==> config.mk <==
export PLATFORM = sky130hd
export DESIGN_NAME = paddle_ctrl
export DESIGN_NICKNAME = d
export VERILOG_FILES = /design/src/rtl/pong_pkg.sv /design/src/rtl/detent_accum.sv /design/src/rtl/paddle_ctrl.sv
export SDC_FILE = /design/constraint.sdc
export NUM_CORES = 1
export LEC_CHECK = 0
export ABC_AREA = 1
export BUFFER_PORTS_ARGS = -buffer_cell sky130_fd_sc_hd__buf_2
export CAP_MARGIN = 10
export CORE_MARGIN = 3
export CORE_UTILIZATION = 35
export DETAILED_ROUTE_END_ITERATION = 7
export PLACE_DENSITY = 0.49
export REMOVE_ABC_BUFFERS = 1
export SLEW_MARGIN = 20
export SYNTH_ARGS = -nofsm -noshare
export SYNTH_HDL_FRONTEND = slang
export SYNTH_HIERARCHICAL = 1
export SYNTH_SLANG_ARGS = --single-unit
export TNS_END_PERCENT = 5
==> constraint.sdc <==
create_clock -name clk -period 5 [get_ports clk]
set_input_delay 0.25 -clock clk [delete_from_list [all_inputs] [get_ports clk]]
set_output_delay 0.25 -clock clk [all_outputs]
set_load 0.02 [all_outputs]
==> src/rtl/pong_pkg.sv <==
// Shared Pong constants, paddle FSM state encoding and detent helper.
package pong_pkg;

  localparam int unsigned SCREEN_H  = 480;
  localparam int unsigned PADDLE_H  = 64;
  localparam int unsigned Y_W       = 10;
  localparam int unsigned POS_W     = 12;
  localparam int unsigned ACC_W     = 5;
  localparam int unsigned ACC_LIMIT = 15;

  typedef enum logic [1:0] {
    ST_IDLE = 2'd0,
    ST_SLOW = 2'd1,
    ST_FAST = 2'd2
  } paddle_state_e;

  // Net detent contribution of one cycle: +1 down, -1 up, 0 if none or both.
  function automatic logic signed [ACC_W-1:0] pulse_contrib(input logic i_down_pulse,
                                                            input logic i_up_pulse);
    logic signed [ACC_W-1:0] v;
    v = '0;
    if (i_down_pulse && !i_up_pulse) v = ACC_W'(1);
    else if (i_up_pulse && !i_down_pulse) v = -(ACC_W'(1));
    return v;
  endfunction

endpackage

==> src/rtl/detent_accum.sv <==
// Saturating signed detent accumulator, reloaded once per frame.
module detent_accum
  import pong_pkg::*;
(
  input  logic                    clk,
  input  logic                    rst,
  input  logic                    i_inc,
  input  logic                    i_dec,
  input  logic                    i_reload,
  output logic signed [ACC_W-1:0] o_acc
);

  localparam logic signed [ACC_W-1:0] ACC_MAX_V = ACC_W'(ACC_LIMIT);
  localparam logic signed [ACC_W-1:0] ACC_MIN_V = -ACC_MAX_V;

  logic signed [ACC_W-1:0] r_acc;
  logic signed [ACC_W-1:0] w_contrib;
  logic signed [ACC_W-1:0] w_acc_nxt;

  assign w_contrib = pulse_contrib(i_inc, i_dec);

  // A pulse in the reload cycle seeds the next frame instead of the current one.
  always_comb begin
    w_acc_nxt = r_acc;
    if (i_reload) begin
      w_acc_nxt = w_contrib;
    end else if (i_inc && !i_dec && (r_acc != ACC_MAX_V)) begin
      w_acc_nxt = r_acc + ACC_W'(1);
    end else if (i_dec && !i_inc && (r_acc != ACC_MIN_V)) begin
      w_acc_nxt = r_acc - ACC_W'(1);
    end
  end

  always_ff @(posedge clk or negedge rst) begin
    if (!rst) r_acc <= '0;
    else      r_acc <= w_acc_nxt;
  end

  assign o_acc = r_acc;

endmodule

==> src/rtl/paddle_ctrl.sv <==
// Paddle position controller: per-frame detent accumulation with slow/fast step FSM.
module paddle_ctrl
  import pong_pkg::*;
#(
  parameter int unsigned Y_MIN       = 0,
  parameter int unsigned Y_MAX       = SCREEN_H - PADDLE_H,
  parameter int unsigned Y_RESET     = 208,
  parameter int unsigned STEP_SLOW   = 4,
  parameter int unsigned STEP_FAST   = 12,
  parameter int unsigned FAST_FRAMES = 3
) (
  input  logic           clk,
  input  logic           rst,
  input  logic           rot_l_oneshot,
  input  logic           rot_r_oneshot,
  input  logic           frame_tick,
  output logic [Y_W-1:0] paddle_y,
  output logic           at_top,
  output logic           at_bottom,
  output logic           move_valid
);

  localparam int unsigned RUN_W = (FAST_FRAMES > 1) ? $clog2(FAST_FRAMES + 1) : 1;
  localparam logic [RUN_W-1:0]        RUN_FAST    = RUN_W'(FAST_FRAMES);
  localparam logic [RUN_W-1:0]        RUN_ONE     = RUN_W'(1);
  localparam logic [Y_W-1:0]          Y_MIN_V     = Y_W'(Y_MIN);
  localparam logic [Y_W-1:0]          Y_MAX_V     = Y_W'(Y_MAX);
  localparam logic [Y_W-1:0]          Y_RESET_V   = Y_W'(Y_RESET);
  localparam logic signed [POS_W-1:0] Y_MIN_S     = POS_W'(Y_MIN);
  localparam logic signed [POS_W-1:0] Y_MAX_S     = POS_W'(Y_MAX);
  localparam logic signed [POS_W-1:0] STEP_SLOW_S = POS_W'(STEP_SLOW);
  localparam logic signed [POS_W-1:0] STEP_FAST_S = POS_W'(STEP_FAST);

  paddle_state_e           r_state, w_state_nxt;
  logic [RUN_W-1:0]        r_run, w_run_nxt, w_run_inc;
  logic                    r_dir_down, w_dir_down_nxt;
  logic signed [ACC_W-1:0] w_acc;
  logic                    w_acc_nz, w_acc_down, w_same_dir;
  logic signed [POS_W-1:0] w_acc_ext, w_step, w_delta, w_sum;
  logic [Y_W-1:0]          w_y_nxt;
  logic [Y_W-1:0]          r_paddle_y;
  logic                    r_at_top, r_at_bottom, r_move_valid;

  detent_accum u_accum (
    .clk      (clk),
    .rst      (rst),
    .i_inc    (rot_r_oneshot),
    .i_dec    (rot_l_oneshot),
    .i_reload (frame_tick),
    .o_acc    (w_acc)
  );

  assign w_acc_nz   = (w_acc != '0);
  assign w_acc_down = ~w_acc[ACC_W-1];
  assign w_same_dir = (w_acc_down == r_dir_down);
  assign w_run_inc  = r_run + RUN_ONE;

  always_ff @(posedge clk or negedge rst) begin
    if (!rst) begin
      r_state    <= ST_IDLE;
      r_run      <= '0;
      r_dir_down <= 1'b0;
    end else begin
      r_state    <= w_state_nxt;
      r_run      <= w_run_nxt;
      r_dir_down <= w_dir_down_nxt;
    end
  end

  // Speed FSM: advances only on frame_tick, judged on the finished frame's accumulator.
  always_comb begin
    w_state_nxt    = r_state;
    w_run_nxt      = r_run;
    w_dir_down_nxt = r_dir_down;
    if (frame_tick) begin
      if (!w_acc_nz) begin
        w_state_nxt = ST_IDLE;
        w_run_nxt   = '0;
      end else begin
        case (r_state)
          ST_SLOW: begin
            if (w_same_dir) begin
              if (w_run_inc >= RUN_FAST) begin
                w_state_nxt = ST_FAST;
                w_run_nxt   = RUN_FAST;
              end else begin
                w_run_nxt = w_run_inc;
              end
            end else begin
              w_run_nxt      = RUN_ONE;
              w_dir_down_nxt = w_acc_down;
            end
          end
          ST_FAST: begin
            if (w_same_dir) begin
              w_run_nxt = RUN_FAST;
            end else begin
              w_state_nxt    = ST_SLOW;
              w_run_nxt      = RUN_ONE;
              w_dir_down_nxt = w_acc_down;
            end
          end
          default: begin
            w_state_nxt    = ST_SLOW;
            w_run_nxt      = RUN_ONE;
            w_dir_down_nxt = w_acc_down;
          end
        endcase
      end
    end
  end

  assign w_acc_ext = {{(POS_W - ACC_W){w_acc[ACC_W-1]}}, w_acc};
  assign w_step    = (r_state == ST_FAST) ? STEP_FAST_S : STEP_SLOW_S;
  assign w_delta   = w_acc_ext * w_step;
  assign w_sum     = $signed({{(POS_W - Y_W){1'b0}}, r_paddle_y}) + w_delta;

  // Signed sum so upward moves past the top clamp instead of wrapping.
  always_comb begin
    w_y_nxt = r_paddle_y;
    if (frame_tick) begin
      if (w_sum < Y_MIN_S)      w_y_nxt = Y_MIN_V;
      else if (w_sum > Y_MAX_S) w_y_nxt = Y_MAX_V;
      else                      w_y_nxt = w_sum[Y_W-1:0];
    end
  end

  always_ff @(posedge clk or negedge rst) begin
    if (!rst) begin
      r_paddle_y   <= Y_RESET_V;
      r_at_top     <= (Y_RESET_V == Y_MIN_V);
      r_at_bottom  <= (Y_RESET_V == Y_MAX_V);
      r_move_valid <= 1'b0;
    end else begin
      r_paddle_y   <= w_y_nxt;
      r_at_top     <= (w_y_nxt == Y_MIN_V);
      r_at_bottom  <= (w_y_nxt == Y_MAX_V);
      r_move_valid <= (w_y_nxt != r_paddle_y);
    end
  end

  assign paddle_y   = r_paddle_y;
  assign at_top     = r_at_top;
  assign at_bottom  = r_at_bottom;
  assign move_valid = r_move_valid;

endmodule

==> impl_metrics.toml, run 1 <==
[synth]
yosysSeqAreaShare_pct = 25.07
synth_top_family_by_area = "simple AND/OR/NAND/NOR gates"
syn_area_per_cell_um2 = 7.336
synth_compound_area_share_pct = 7.851
synth_cells = 315
synth_fa_ha_area_share_pct = 22.52
synth_mux_area_share_pct = 0
yosys.area_share.xor_xnor_pct = 0.3790
yosys.area_share.simple_pct = 34.38
synth_seq_cells = 23
synth_cell_type_count = 32
ys_warn_count = 6
syn-cell-area_um2 = 2311

[global_routing]
grt_usage_pct = 14.53
grt_pass1_vias = 1829
overflow = 0
grt_pass1_wl_um = 8769
grt_max_degree = 29
antenna_found_initial = 0

[setup_path]
slowest_stage = "fa_1"
reg2reg_slack_ns = 1.15
cp.required_ns = 5.15
critPathKind = "reg -> reg"
path_cells = "inv_1 -> ha_1 -> nand2_1 -> inv_1 -> ha_1 -> fa_1 -> ha_1 -> ha_1 -> fa_1 -> xnor2_1 -> nand2_1 -> nand3_4 -> nand3_4 -> nor2_2 -> inv_2 -> nand3_1 -> nand2_1 -> nor2_1 -> nand3_1"
cpPeakStageDelay_ns = 0.47
start_kind = "flop"
crit_buf_inv = 3
crit_path_max_fanout = 8
crit_top_cell = "ha_1"
end_kind = "flop"
crit_family = "adder cells"
arrival_ns = 4.00

[floorplan]
dieArea_um2 = 7613
die_height_um = 87.26
io_pins = 18
core_region_area_um2 = 6166
die_w_um = 87.26
initial_utilization_pct = 37.48
rows = 28

[drt]
vias = 1916
detail-route-antenna-nets = 0
dr.pass1.iters = 6
viasPerCell = 4.685
drc_errors = 0
wire_per_inst_um = 12.24
routed_wl_um = 5005
dr.first_iter.drc_count = 75

[min_path]
worstHoldPathType = "in -> reg"

[sta]
max-slew-margin-rel_pct = 64.81
finalHoldViolCount = 0
holdWs_ns = 0.4383
fin_crit_ns = 3.846
tightestPinTransition_ns = 0.5278
max_freq_ghz = 0.2600
fin_skew_ns = 0.007535
setup_viol = 0
period_share_pct = 76.92
drv_slew = 0
setup_tns_ns = 0
rsz0062_at_grt = "false"

[final_layout]
final_nets = 378
layout-area-overhead-vs-synth_pct = 9.583
antenna_cells = 0
drive_above_1_share_pct = 16.77
final_cell_area_um2 = 2532

[placed_design]
gp_congestion = 0.8151
postPlaceCellArea_um2 = 2477
port_buffers = 17
dpl.hpwl_um = 4179

[clock_tree]
clk_latency_ns = 0.26
cts_resized = 0
clock_sinks = 23
cts_htree_levels = 1
ctsRootBufferMaster = "clkbuf_8"
cts_buffers = 3
clkTransAtPathRegs_ns = 0.09
clock_path_buffers = 2
tritoncts = "done"

[outcome]
status = "finished clean"

[job]
maxCapViolations = 0

[power_and_ir_drop]
ir_drop_uv = 255.9
leakage_nw = 1.428
p_per_area_nw_per_um2 = 664.8
## path summary, 6_finish.rpt
kind                                     from                to  depth (start not counted)
worst max-delay path               r_state[0]        move_valid                         19
worst min-delay path            rot_l_oneshot  u_accum/o_acc[0]                          5
worst max register to register     r_state[0]        move_valid                         19
worst min register to register       r_run[1]          r_run[1]                          2
max in group asynchronous                 rst       paddle_y[7]                          2
min in group asynchronous                 rst        r_state[1]                          2
## flip-flops by register name (all words and copies together) (netlist names)
| register | count |
|---|---|
| paddle_y | 10 |
| u_accum/o_acc | 5 |
| r_run | 2 |
| r_state | 2 |
| at_bottom | 1 |
| at_top | 1 |
| move_valid | 1 |
| r_dir_down | 1 |
## through the flow
| stage | power (W) | util, % | setup slack [ns] | instances |
|---|---|---|---|---|
| 2_1_floorplan | 0.001304 | - | 1.498 | 312 |
| 3_3_place_gp | 0.001581 | 40.18 | 1.179 | 404 |
| 3_5_place_dp | 0.001584 | 40.18 | 1.141 | 404 |
| 4_1_cts | 0.001712 | 41.07 | 1.132 | 409 |
| 5_1_grt | 0.001905 | 41.07 | 0.8138 | 409 |
| 6_report | 0.001683 | 41.07 | 1.154 | 409 |
## worst min-delay path: stages
cell and delay (ns):
buf_2 0.09, ha_1 0.11, o21ai_0 0.07, nand2_1 0.06
o21ai_0 0.07
## layer usage
metal / share of wire (%) / GRT usage, %
met2: 42 / 21.85
met5: 0 / 0
met4: 0.50 / 2.789
met3: 1.6 / 1.514
met1: 56 / 22.42
## layout by cell type (no fill, tap or decap), types with 3 or more instances in the layout
| cell | netlist | final |
|---|---|---|
| nand3b_1 | 5 | 5 |
| a21oi_1 | 8 | 8 |
| nand3_1 | 31 | 31 |
| clkbuf_8 | 0 | 3 |
| ha_1 | 32 | 32 |
| inv_1 | 51 | 51 |
| o21ai_0 | 7 | 7 |
| nand2_1 | 74 | 74 |
| fa_1 | 6 | 6 |
| inv_2 | 6 | 6 |
| nor2_1 | 28 | 28 |
| buf_2 | 1 | 17 |
| nand3_4 | 3 | 3 |
| nand4_1 | 5 | 5 |
| nor2_2 | 5 | 5 |
| a21oi_2 | 3 | 3 |
| o21ai_2 | 4 | 4 |
| dfrtp_1 | 20 | 20 |
| nand2_2 | 6 | 6 |
| dfstp_2 | 3 | 3 |
## cells by family after synthesis
logic type               after synthesis
adder cells (fa/ha/maj)               38
XOR/XNOR                               1
flip-flops                            23
AO/OA/AOI/OAI                         28
buffers and inverters                 60
AND/OR/NAND/NOR                      165
## cells in the mapped netlist
master / count / area, µm²
a21oi_2: 3 / 26.28
a21oi_1: 8 / 40.04
o21ai_2: 4 / 35.03
nand2_1: 74 / 277.8
nand3b_1: 5 / 37.54
buf_2: 1 / 5.000
nor2_4: 1 / 11.26
fa_1: 6 / 120.1
clkbuf_1: 2 / 7.510
inv_2: 6 / 22.52
o21ai_0: 7 / 35.03
a311oi_1: 1 / 8.760
ha_1: 32 / 400.4
nand3_2: 2 / 20.02
nor2_2: 5 / 31.28
inv_1: 51 / 191.4
a21boi_0: 1 / 7.510
nand3_1: 31 / 155.2
nand2_2: 6 / 37.54
nand3_4: 3 / 52.55
or2_1: 1 / 6.260
dfrtp_1: 20 / 500.5
o41ai_1: 1 / 8.760
nand4_1: 5 / 31.28
nor2_1: 28 / 105.1
nand2_4: 1 / 11.26
xnor2_1: 1 / 8.760
a21boi_1: 1 / 7.510
nor3_1: 1 / 5.000
dfstp_2: 3 / 78.83
o22ai_1: 2 / 12.51
or2_2: 2 / 12.51
## report_power, final
group / internal (W) / total (W) / switching [W] / leakage (nW)
clock network: 0.0000569 / 0.000117 / 0.0000604 / 0.0228
registers: 0.000262 / 0.000349 / 0.0000871 / 0.284
logic: 0.000453 / 0.00122 / 0.000765 / 1.12
## final cells by class
class / instances / area, µm²
Clock buffer: 4 / 45.04
Multi-Input combinational cell: 232 / 1505
Timing Repair Buffer: 18 / 95.09
Tap cell: 75 / 93.84
Inverter: 57 / 214.0
Sequential cell: 23 / 579.3
Fill cell: 666 / 3633
## timing repair
item                                   in CTS  in global routing
setup buffers                               0                  0
endpoints found under the hold margin      20                  0
hold buffers                                1                  0
No activity file was read; power rests on OpenSTA's default activity.
==> run 2, diff against run 1 <==
Settings changed: PLACE_DENSITY 0.49 to 0.51.
Clock period 5 ns to 3.4 ns, I/O delays scaled along.
==> impl_metrics.toml, run 2 (same netlist as run 1, synthesis figures left out) <==
[power_and_ir_drop]
leakage_nw = 1.556
p_int_w = 0.001603
ir_drop_uv = 577.1
p_per_area_nw_per_um2 = 1102
combPwrFrac_pct = 79.4
power.switching_w = 0.001602
clkPwrFrac_pct = 5.3
power_frac_seq_pct = 15.2
swShare_pct = 50.00

[setup_path]
cp.required_ns = 3.57
critPathKind = "reg -> reg"
start_kind = "flop"
arrival_ns = 3.60
slowest_stage = "fa_1"
crit_family = "adder cells"
cpPeakStageDelay_ns = 0.56
path_cells = "ha_4 -> nand2_1 -> inv_1 -> ha_1 -> fa_1 -> ha_4 -> fa_2 -> xnor2_1 -> nand2_1 -> nand3_4 -> nand3_4 -> nor2_2 -> nand2_2 -> nand2_2 -> nor2_1 -> nand3b_1 -> nor2_1"
crit_buf_inv = 1
end_kind = "flop"
crit_path_max_fanout = 5

[clock_tree]
ctsRootBufferMaster = "clkbuf_8"
clock_path_buffers = 2
clkTransAtPathRegs_ns = 0.09
cts_htree_levels = 1
clk_latency_ns = 0.27
tritoncts = "done"
clock_sinks = 23
cts_buffers = 3

[drt]
viasPerCell = 4.823
vias = 2093
dr.pass1.iters = 4
routed_wl_um = 5412
detail-route-antenna-nets = 0
dr.first_iter.drc_count = 46
wire_per_inst_um = 12.47
drc_errors = 0

[global_routing]
overflow = 0
grt_pass1_wl_um = 9439
antenna_found_initial = 0
grt_pass1_vias = 2040
grt_max_degree = 29
grt_usage_pct = 15.65

[placed_design]
gp_congestion = 0.8642
dpl.hpwl_um = 4354
postPlaceCellArea_um2 = 2620
dp_slack_ns = -0.3485
port_buffers = 17

[final_layout]
antenna_cells = 0
final_cell_area_um2 = 2908
largest_register_ffs = 10
final_common_cell = "nand2_1"
final_cell_mix = "nand2_1 (65), inv_1 (49), nor2_1 (28)"
final_core_util_pct = 47.16
layout-area-overhead-vs-synth_pct = 25.83
fillers = 635
final_nets = 403
drive_above_1_share_pct = 30.36

[sta]
worst_slack_ns = -0.03044
max-slew-margin-rel_pct = 62.79
fin_skew_ns = 0.01039
rsz0062_at_grt = "true"
fin_crit_ns = 3.430
period_share_pct = 100.9
setup_tns_ns = -0.07785
max_freq_ghz = 0.2915
setup_viol = 3
finalHoldViolCount = 0
drv_slew = 0
tightestPinTransition_ns = 0.5581
holdWs_ns = 0.3777

[outcome]
status = "finished with violations"
violations = "negative setup slack"

[floorplan]
die_w_um = 87.26
core_region_area_um2 = 6166
io_pins = 18
rows = 28
die_height_um = 87.26
dieArea_um2 = 7613
initial_utilization_pct = 37.48

[job]
maxCapViolations = 0

[min_path]
worstHoldPathType = "in -> reg"
## run 2: cell types whose count changed in the layout (fill, tap and decap cells not counted), sizes merged
| cell | previous run | this run |
|---|---|---|
| buf | 17 | 42 |
| clkbuf | 4 | 3 |
| clkinv | 0 | 1 |
## run 2: routing by layer
layer / track usage, % / routed length, µm / vias up / part of all wire [%]
met5: 0 / 0 / - / 0
li1: - / - / 1099 / -
met3: 1.514 / 119 / 6 / 2.2
met4: 4.045 / 62 / 0 / 1.1
met1: 22.87 / 2902 / 961 / 54
met2: 24.66 / 2328 / 27 / 43
## run 2: through the flow
stage	total power (W)	std cells
CTS	0.003114	433
detailed placement	0.002543	423
finish	0.003205	434
global placement	0.002539	423
global route	0.003555	434
floorplan	0.001918	312
## run 2: final timing paths
check                      slack, ns  cells past startpoint     startpoint                to
min reg2reg                     0.50                      2     r_dir_down        r_dir_down
min in group asynchronous       0.41                      2            rst       paddle_y[5]
max reg2reg                    -0.03                     17     r_state[1]            at_top
max in group asynchronous       2.62                      2            rst  u_accum/o_acc[1]
min                             0.38                      5  rot_l_oneshot  u_accum/o_acc[0]
max                            -0.03                     17     r_state[1]            at_top
## run 2: power groups by stage
stage	registers, W	logic (W)	clock network [W]
global placement	0.000489	0.00205	0
detailed placement	0.000487	0.00206	0
global route	0.000502	0.00286	0.000190
floorplan	0.000540	0.00138	0
CTS	0.000482	0.00245	0.000181
finish	0.000488	0.00255	0.000171
## run 2: area by class of cell
type	instances	area, µm²	share of cell area [%]
multi-input cells	232	1685	57.96
flip-flops and latches	23	579.3	19.92
repair buffers	43	286.5	9.854
inverters	57	216.5	7.444
well taps	75	93.84	3.227
clock buffers	3	41.29	1.420
clock inverters	1	5.005	0.1721
## run 2: timing repair
item	CTS	global route
endpoints found under the setup margin	11	12
resized for setup	23	12
hold endpoints to repair	20	0
hold buffers	1	0
pin swaps	18	15
buffers inserted	5	1
## run 2: tightest hold or removal path, stage by stage
cell and delay (ns):
buf_2 0.09, ha_1 0.11, o21ai_0 0.08, nand2_1 0.07, o21ai_0 0.07
==> run 3, diff against run 2 <==
Settings changed: PLACE_DENSITY 0.51 to 0.49, SETUP_SLACK_MARGIN set to 0.15.
Clock period 3.4 ns to 4.3 ns, I/O delays scaled along.
==> impl_metrics.toml, run 3 (same netlist as run 1, synthesis figures left out) <==
[sta]
worst_slack_ns = 0.5218
rsz0062_at_grt = "false"
finalHoldViolCount = 0
period_share_pct = 87.86
max_freq_ghz = 0.2647
setup_tns_ns = 0
drv_slew = 0
fin_skew_ns = 0.002173
tightestPinTransition_ns = 0.5448
max-slew-margin-rel_pct = 63.68
holdWs_ns = 0.3875
setup_viol = 0
fin_crit_ns = 3.778

[final_layout]
final_common_cell = "nand2_1"
final_nets = 379
drive_above_1_share_pct = 17.31
antenna_cells = 0
fin_cells = 410
regArea_um2 = 579.3
final_cell_area_um2 = 2542
layout-area-overhead-vs-synth_pct = 10.02
multiInputGateArea_um2 = 1508
fillers = 671
largest_register_ffs = 10
final_cell_mix = "nand2_1 (74), inv_1 (51), nand3_1 (31), ha_1 (31), nor2_1 (28)"

[floorplan]
initial_utilization_pct = 37.48
io_pins = 18
die_height_um = 87.26
rows = 28
dieArea_um2 = 7613
core_region_area_um2 = 6166
die_w_um = 87.26

[setup_path]
cp.required_ns = 4.46
critPathKind = "reg -> reg"
crit_path_max_fanout = 8
start_kind = "flop"
rr_startpoint = "r_state[0]"
end_kind = "flop"
arrival_ns = 3.94
cp-startpoint = "r_state[0]"

[drt]
dr.first_iter.drc_count = 60
vias = 1938
detail-route-antenna-nets = 0
dr.pass1.iters = 4
routed_wl_um = 5015
drc_errors = 0
viasPerCell = 4.727
wire_per_inst_um = 12.23

[clock_tree]
clock_sinks = 23
clk_latency_ns = 0.26
cts_setup_buffers = 0
tritoncts = "done"
clkTransAtPathRegs_ns = 0.08
ctsRootBufferMaster = "clkbuf_8"
cts_buffers = 3
cts_htree_levels = 1
clock_path_buffers = 2

[job]
maxCapViolations = 0

[power_and_ir_drop]
clkPwrFrac_pct = 6.8
swShare_pct = 53.98
combPwrFrac_pct = 72.7
p_per_area_nw_per_um2 = 771.6
power.switching_w = 0.001059
power_frac_seq_pct = 20.4
p_int_w = 0.0009028
leakage_nw = 1.431
ir_drop_uv = 328.1

[placed_design]
postPlaceCellArea_um2 = 2485
placedCellCount = 405
dp_slack_ns = 0.4354
port_buffers = 17
dpl.hpwl_um = 4147
gp_congestion = 0.8165

[global_routing]
grt_usage_pct = 14.45
grt_pass1_wl_um = 8611
grt_pass1_vias = 1814
overflow = 0
antenna_found_initial = 0
grt_max_degree = 29

[min_path]
worstHoldStart = "rot_l_oneshot"
worstHoldPathType = "in -> reg"

[outcome]
status = "finished clean"
-- run 3: cell count changes in the layout (fill, tap and decap cells not counted), sizes merged --
| cell | change |
|---|---|
| buf | -24 |
| clkbuf | +1 |
| clkinv | -1 |
-- run 3: final cells by class --
cell class | count | area share [%]
Inverter | 57 | 8.415
Tap cell | 75 | 3.691
Clock buffer | 4 | 1.772
Multi-Input combinational cell | 232 | 59.30
Sequential cell | 23 | 22.79
Timing Repair Buffer | 19 | 4.035
-- run 3: routing by layer --
| layer | vias up | global-route usage [%] | part of all wire (%) |
|---|---|---|---|
| met3 | 2 | 1.798 | 3.5 |
| met1 | 865 | 21.57 | 52 |
| met5 | - | 0 | 0 |
| met2 | 21 | 22.12 | 44 |
| li1 | 1050 | - | - |
| met4 | 0 | 3.347 | 0.58 |
-- run 3: path summary, 6_finish.rpt --
check	endpoint	slack (ns)	cells past startpoint
min	u_accum/o_acc[0]	0.39	5
min in group asynchronous	r_state[0]	0.47	2
max	at_top	0.52	21
min reg2reg	r_run[1]	0.50	2
max in group asynchronous	paddle_y[4]	3.46	2
max reg2reg	at_top	0.52	21
-- run 3: through the flow --
stage	total power [W]	utilization, %
2_1_floorplan	0.001517	-
3_3_place_gp	0.001842	40.30
3_5_place_dp	0.001845	40.30
4_1_cts	0.001994	41.19
5_1_grt	0.002224	41.23
6_report	0.001962	41.23
-- run 3: critical path, stage by stage, from the launching register on --
cell and delay, ns:
dfrtp_1 0.39, inv_1 0.07, ha_2 0.26, nand2_1 0.07
inv_1 0.06, ha_1 0.23, fa_1 0.46, ha_1 0.30
ha_1 0.24, fa_1 0.41, nand2_1 0.08, nand2_1 0.08
nand3_1 0.10, nand2_1 0.06, nand2_1 0.07, nand2_2 0.07
nor2_4 0.14, nand3_1 0.15, a21boi_1 0.22, nor2_1 0.06
nand3b_1 0.12, nor2_1 0.05
-- run 3: power by group through the flow --
stage                     clock network, W  registers, W  logic [W]
after detailed placement                 0      0.000409    0.00144
after floorplan                          0      0.000427    0.00109
final                             0.000134      0.000401    0.00143
after global routing              0.000153      0.000418    0.00165
after global placement                   0      0.000409    0.00143
after CTS                         0.000143      0.000406    0.00145
-- run 3: what timing repair did --
item | in CTS | in global routing
hold buffers | 1 | 0
setup endpoints to repair | 0 | 2
resized for setup | 0 | 1
hold endpoints to repair | 20 | 0
